`src/rtl/seg7_pkg.sv`:
```
// Purpose : shared types and constants for the 7-segment scan driver.
// Latency : n/a (package only).
// Contents: SEG_OFF, 16-entry active-low hex glyph table, FSM state enum, seg7_decode().
package seg7_pkg;

  // All segments dark ({g,f,e,d,c,b,a}, active low).
  localparam logic [6:0] SEG_OFF = 7'h7F;

  // Active-low hex glyphs, indexed by nibble value (entry 15 is listed first).
  localparam logic [15:0][6:0] GLYPHS = {
    7'h0E, 7'h06, 7'h21, 7'h46,   // F E d C
    7'h03, 7'h08, 7'h10, 7'h00,   // b A 9 8
    7'h78, 7'h02, 7'h12, 7'h19,   // 7 6 5 4
    7'h30, 7'h24, 7'h79, 7'h40    // 3 2 1 0
  };

  typedef enum logic [1:0] {
    IDLE  = 2'd0,
    BLANK = 2'd1,
    DRIVE = 2'd2
  } state_t;

  function automatic logic [6:0] seg7_decode(input logic [3:0] nibble);
    return GLYPHS[nibble];
  endfunction

endpackage

```
`src/rtl/seg7_prescaler.sv`:
```
// Purpose : slot timer, counts 0..TICKS-1 and strobes the end of the blanking gap and of the slot.
// Latency : strobes are combinational from the count register; i_clear takes effect on the next edge.
// Ports   : clk, rst (async, active high), i_clear (hold count at 0), o_blank_end, o_slot_end.
module seg7_prescaler #(
  parameter int TICKS        = 10,
  parameter int BLANK_CYCLES = 2
) (
  input  logic clk,
  input  logic rst,
  input  logic i_clear,
  output logic o_blank_end,
  output logic o_slot_end
);

  localparam int CW = (TICKS > 1) ? $clog2(TICKS) : 1;
  localparam logic [CW-1:0] CNT_LAST   = CW'(TICKS - 1);
  localparam logic [CW-1:0] BLANK_LAST = CW'(BLANK_CYCLES - 1);

  logic [CW-1:0] r_cnt;

  always_ff @(posedge clk or posedge rst) begin
    if (rst) begin
      r_cnt <= '0;
    end else if (i_clear || (r_cnt == CNT_LAST)) begin
      r_cnt <= '0;
    end else begin
      r_cnt <= r_cnt + CW'(1);
    end
  end

  assign o_blank_end = (r_cnt == BLANK_LAST);
  assign o_slot_end  = (r_cnt == CNT_LAST);

endmodule

```
`src/rtl/seg7_scan_driver.sv`:
```
// Purpose : time-multiplexed N-digit 7-segment driver with per-slot blanking gap and tear-free frame updates.
// Latency : seg/an registered, one cycle behind the FSM state; frame_done is decoded from state in the same cycle.
// Ports   : clk, rst, enable, value[4N], load in; seg[7], an[N], digit_idx, frame_done out. No backpressure.
// Option  : SEG7_LEADING_ZERO_BLANK_EN blanks leading-zero digits (digit 0 is always shown).
module seg7_scan_driver
  import seg7_pkg::*;
#(
  parameter int N_DIGITS      = 4,
  parameter int CLK_HZ        = 50000000,
  parameter int SLOT_HZ       = 1000,
  parameter int BLANK_CYCLES  = 2,
  parameter int AN_ACTIVE_LOW = 1,
  localparam int DW           = (N_DIGITS > 1) ? $clog2(N_DIGITS) : 1
) (
  input  logic                  clk,
  input  logic                  rst,
  input  logic                  enable,
  input  logic [4*N_DIGITS-1:0] value,
  input  logic                  load,
  output logic [6:0]            seg,
  output logic [N_DIGITS-1:0]   an,
  output logic [DW-1:0]         digit_idx,
  output logic                  frame_done
);

  localparam int TICKS = CLK_HZ / SLOT_HZ;
  localparam logic [DW-1:0] LAST_DIGIT = DW'(N_DIGITS - 1);
  localparam logic [N_DIGITS-1:0] AN_OFF =
    (AN_ACTIVE_LOW != 0) ? {N_DIGITS{1'b1}} : {N_DIGITS{1'b0}};

  if (TICKS < 4) begin : g_bad_ticks
    $error("seg7_scan_driver: CLK_HZ/SLOT_HZ must be at least 4");
  end
  if (BLANK_CYCLES < 1 || BLANK_CYCLES >= TICKS) begin : g_bad_blank
    $error("seg7_scan_driver: BLANK_CYCLES must be in 1..TICKS-1");
  end
  if (N_DIGITS < 1 || N_DIGITS > 8) begin : g_bad_digits
    $error("seg7_scan_driver: N_DIGITS must be in 1..8");
  end

  state_t                r_state, w_state_nxt;
  logic [DW-1:0]         r_digit, w_digit_nxt;
  logic [4*N_DIGITS-1:0] r_pending, r_display;
  logic [6:0]            r_seg, w_seg_nxt;
  logic [N_DIGITS-1:0]   r_an, w_an_nxt;

  logic                  w_clear, w_blank_end, w_slot_end, w_frame_end;
  logic [3:0]            w_nibble;
  logic [N_DIGITS-1:0]   w_onehot;
  logic                  w_digit_blank;

  // Counter sits at 0 whenever we are idle so every scan starts on a clean slot.
  assign w_clear = !enable || (r_state == IDLE);

  seg7_prescaler #(
    .TICKS        (TICKS),
    .BLANK_CYCLES (BLANK_CYCLES)
  ) u_prescaler (
    .clk         (clk),
    .rst         (rst),
    .i_clear     (w_clear),
    .o_blank_end (w_blank_end),
    .o_slot_end  (w_slot_end)
  );

  // Last cycle of the last digit's DRIVE; the display copy happens on the edge that ends it.
  assign w_frame_end = enable && (r_state == DRIVE) && w_slot_end && (r_digit == LAST_DIGIT);

  always_comb begin
    w_nibble = '0;
    w_onehot = '0;
    for (int i = 0; i < N_DIGITS; i++) begin
      if (r_digit == DW'(i)) begin
        w_nibble    = r_display[4*i +: 4];
        w_onehot[i] = 1'b1;
      end
    end
  end

`ifdef SEG7_LEADING_ZERO_BLANK_EN
  logic [N_DIGITS-1:0] w_lz_blank;
  logic                w_run_zero;

  // Walk from the most significant digit down; a digit is blanked while every
  // nibble from it upward is zero. Digit 0 is exempt so a zero value shows "0".
  always_comb begin
    w_lz_blank = '0;
    w_run_zero = 1'b1;
    for (int i = N_DIGITS - 1; i >= 0; i--) begin
      w_run_zero = w_run_zero && (r_display[4*i +: 4] == 4'h0);
      if (i != 0) begin
        w_lz_blank[i] = w_run_zero;
      end
    end
  end

  assign w_digit_blank = |(w_lz_blank & w_onehot);
`else
  assign w_digit_blank = 1'b0;
`endif

  // Next-state logic. Dropping enable aborts the slot from any state.
  always_comb begin
    w_state_nxt = r_state;
    w_digit_nxt = r_digit;
    if (!enable) begin
      w_state_nxt = IDLE;
      w_digit_nxt = '0;
    end else begin
      case (r_state)
        IDLE: begin
          w_state_nxt = BLANK;
          w_digit_nxt = '0;
        end
        BLANK: begin
          if (w_blank_end) begin
            w_state_nxt = DRIVE;
          end
        end
        DRIVE: begin
          if (w_slot_end) begin
            w_state_nxt = BLANK;
            w_digit_nxt = (r_digit == LAST_DIGIT) ? '0 : r_digit + DW'(1);
          end
        end
        default: begin
          w_state_nxt = IDLE;
          w_digit_nxt = '0;
        end
      endcase
    end
  end

  // Output register inputs. BLANK pre-loads the glyph with anodes dark so the
  // segment bus has settled before the anode switches on.
  always_comb begin
    w_seg_nxt = SEG_OFF;
    w_an_nxt  = AN_OFF;
    if (enable) begin
      case (r_state)
        BLANK: begin
          w_seg_nxt = seg7_decode(w_nibble);
        end
        DRIVE: begin
          w_seg_nxt = w_digit_blank ? SEG_OFF : seg7_decode(w_nibble);
          w_an_nxt  = (AN_ACTIVE_LOW != 0) ? ~w_onehot : w_onehot;
        end
        default: begin
          w_seg_nxt = SEG_OFF;
          w_an_nxt  = AN_OFF;
        end
      endcase
    end
  end

  always_ff @(posedge clk or posedge rst) begin
    if (rst) begin
      r_state   <= IDLE;
      r_digit   <= '0;
      r_pending <= '0;
      r_display <= '0;
      r_seg     <= SEG_OFF;
      r_an      <= AN_OFF;
    end else begin
      r_state <= w_state_nxt;
      r_digit <= w_digit_nxt;
      r_seg   <= w_seg_nxt;
      r_an    <= w_an_nxt;
      if (load) begin
        r_pending <= value;
      end
      // Reads the pre-edge pending, so a load on the boundary lands next frame.
      if (w_frame_end) begin
        r_display <= r_pending;
      end
    end
  end

  assign seg        = r_seg;
  assign an         = r_an;
  assign digit_idx  = r_digit;
  assign frame_done = w_frame_end;

endmodule

```
`config.mk`:
```
export PLATFORM = sky130hd
export DESIGN_NAME = seg7_scan_driver
export DESIGN_NICKNAME = d
export VERILOG_FILES = /design/src/rtl/seg7_pkg.sv /design/src/rtl/seg7_prescaler.sv /design/src/rtl/seg7_scan_driver.sv
export SDC_FILE = /design/constraint.sdc
export NUM_CORES = 1
export LEC_CHECK = 0
export CORE_UTILIZATION = 50
export DETAILED_ROUTE_END_ITERATION = 10
export HOLD_SLACK_MARGIN = 0.12
export PLACE_DENSITY = 0.79
export SYNTH_ARGS = -nofsm -noshare
export SYNTH_HDL_FRONTEND = slang
export SYNTH_SLANG_ARGS = --single-unit
```
`constraint.sdc`:
```
create_clock -name clk -period 2.8 [get_ports clk]
set_input_delay 0.28 -clock clk [delete_from_list [all_inputs] [get_ports clk]]
set_output_delay 0.28 -clock clk [all_outputs]
set_load 0.005 [all_outputs]
```
==> metrics.cfg <==
[finish]
layout_common_cells = 52 x dfrtp_1, 33 x clkdlybuf4s50_1, 23 x mux2_2, 23 x nand2_1, 21 x nor2_1
area_delta_synth_final_pct = 18.56
drive_above_1_share_pct = 22.62
final_common_cell = dfrtp_1
n_antenna_cell = 0
nets = 336

[sta]
fmax_ghz = 0.4044
setup_viol = 0
min_period_over_period_pct = 88.32
rsz0062_at_grt = no
skew_ns = 0.008627
finalHoldViolCount = 0
setup_ws_ns = 0.3271
worst_pin_slew_ns = 0.6996
min_period_ns = 2.473
fin_setup_tns_ns = 0
slew_headroom_pct = 53.21
maxSlewViolCount = 0

[synth]
synth_area_leaders = dfrtp_1 42%, dfstp_2 9.3%, mux2_2 8.4%
async_reset_ff_share_pct = 100.0
yosysWarningCount = 0
yosysTopAreaCell = dfrtp_1
synth_cell_type_count = 51
synth_ff_type = dfrtp_1
syn-mean-instance-area_um2 = 11.93
synth_edf_count = 0
synth_top_area_share_pct = 41.95
ys_ff_latch = 63
netlist_area_um2 = 3102
syn_nets = 296
synth_seq_area_share_pct = 51.27
netlist_instances = 260

[floorplan]
rows = 28
coreArea_um2 = 5956
die_h_um = 80.76
initial_core_util_pct = 52.08
ios = 34
die_area_um2 = 6522
chipWidth_um = 80.76

[placement]
place_congestion = 0.7987
hpwlAfterDp_um = 4161
place_ws_ns = 0.5197
portBuffers = 33

[pwr]
p_leak_uw = 0.001542
p_comb_share_pct = 18.0
p_seq_share_pct = 50.5
switching_share_pct = 27.17
p_per_area_nw_per_um2 = 575.5
p_switching_uw = 575.0
intPower_uw = 1541
vdd_drop_max_uv = 361.6
clock_power_share_pct = 31.5

[detailed_routing]
routed_wl_um = 5708
num_vias = 2081
postRouteAntennaNets = 0
drc = 0
first_iter_violations = 134
wl_per_cell_um = 15.02
avgViaCountPerCell = 5.476
firstDrtPassIters = 4

[cts]
cts_inserted_buffers = 9
cts_buffer_depth = 2
htreeDepth = 3
cts.sinks = 63
cts_resized = 0
cts_tree = yes
ctsHoldBuffers = 0
cts_setup_buffers = 0
root_buffer = clkbuf_8
clock_latency_ns = 0.34
clk_pin_slew_ns = 0.07

[flow_run]
max-cap-violations = 0

[worst_setup_path]
cp-end-kind = output pin
crit_type = reg -> out
critPathLaunchType = register
arrival_ns = 2.19
cp.required_ns = 2.52
crit_fanout = 6

[global_route]
grt_pass1_wl_um = 9515
grt_usage_pct = 20.10
antenna_found_initial = 0
grt_start_max_net_pins = 47
overflow = 0
grt_pass1_vias = 2024

[run_status]
outcome = finished, final reports clean

[hold_path]
min_path_type = in -> async

-- power groups by stage --
stage / clock network (uW) / logic, uW / registers, uW
6_report: 668 / 381 / 1070
5_1_grt: 723 / 429 / 1080
4_1_cts: 686 / 386 / 1070
3_5_place_dp: 0 / 385 / 1090
3_3_place_gp: 0 / 374 / 1080
2_1_floorplan: 0 / 217 / 1080
-- layout make-up --
class | count | area [um2]
inverters | 10 | 37.54
multi-input cells | 179 | 1418
fillers | 490 | 2278
flip-flops and latches | 63 | 1590
repair buffers | 37 | 372.9
clock inverters | 6 | 37.54
clock buffers | 10 | 127.6
well taps | 75 | 93.84
-- per-layer routing --
layer,vias up,share of wire (%),track usage [%]
li1,1000,-,-
met1,1019,46,25.51
met2,47,48,31.27
met3,15,3.5,4.831
met4,0,2.6,11.96
met5,-,0,0
-- worst paths after layout --
check | startpoint | end | slack, ns | cells past startpoint
worst max-delay path | u_prescaler.r_cnt[0] | frame_done | 0.33 | 6
min in group clk | r_pending[6] | r_display[6] | 0.50 | 1
worst min register to register | r_pending[6] | r_display[6] | 0.50 | 1
worst min-delay path | rst | r_pending[4] | 0.24 | 2
max in group asynchronous | rst | seg[5] | 1.93 | 3
worst max register to register | digit_idx[0] | seg[5] | 0.48 | 10
-- worst max-delay path, cell delays in order, from the launching register on --
cell and delay [ns]:
dfrtp_1 0.43, ha_1 0.25, nand3_2 0.15, nor2_4 0.17
nand4_4 0.17, nor2_4 0.16, clkdlybuf4s50_1 0.52
-- state kept, by name, summed over array words and instances (netlist names) --
name	cells
r_pending	16
u_prescaler.r_cnt	16
seg	7
r_state	2
digit_idx	2
an	4
r_display	16
-- synthesized netlist by cell type, drive strengths merged (2+ instances only) --
cell type and instances:
clkbuf 3, xnor2 4, nand3b 2, and2 3, and3 3, inv 10
nand3 13, a41oi 2, o22a 2, dfstp 11, nand2 23, buf 5
mux2i 2, mux2 32, ha 16, nor3 5, nor2 23, o211ai 4
xor2 10, a21oi 4, nand4 4, o22ai 4, nor4 2, a31oi 3
o221ai 2, dfrtp 52
-- logic make-up (layout without fill, tap and decap cells) --
logic type / Yosys count / count (layout) / share of synthesized area [%]
buffers and inverters: 18 / 63 / 3.025
DFF: 63 / 63 / 51.27
AOI/OAI and AO/OA: 30 / 30 / 7.261
xor gates and xnor gates: 14 / 14 / 3.953
and+or+nand+nor: 85 / 85 / 14.68
adders and majority gates: 16 / 16 / 6.454
muxes: 34 / 34 / 13.35
-- metrics by stage --
stage	cells	utilization, %	total power (uW)	hold slack, ns	cell area [um2]
floorplan	260	-	1299	0.4295	3102
global placement	364	58.97	1458	0.4905	3512
detailed placement	364	58.97	1470	0.4915	3512
CTS	380	61.74	2141	0.2468	3677
global route	380	61.74	2230	0.2761	3677
finish	380	61.74	2116	0.2393	3677
Note: power is estimated with default switching activity, not from simulation.
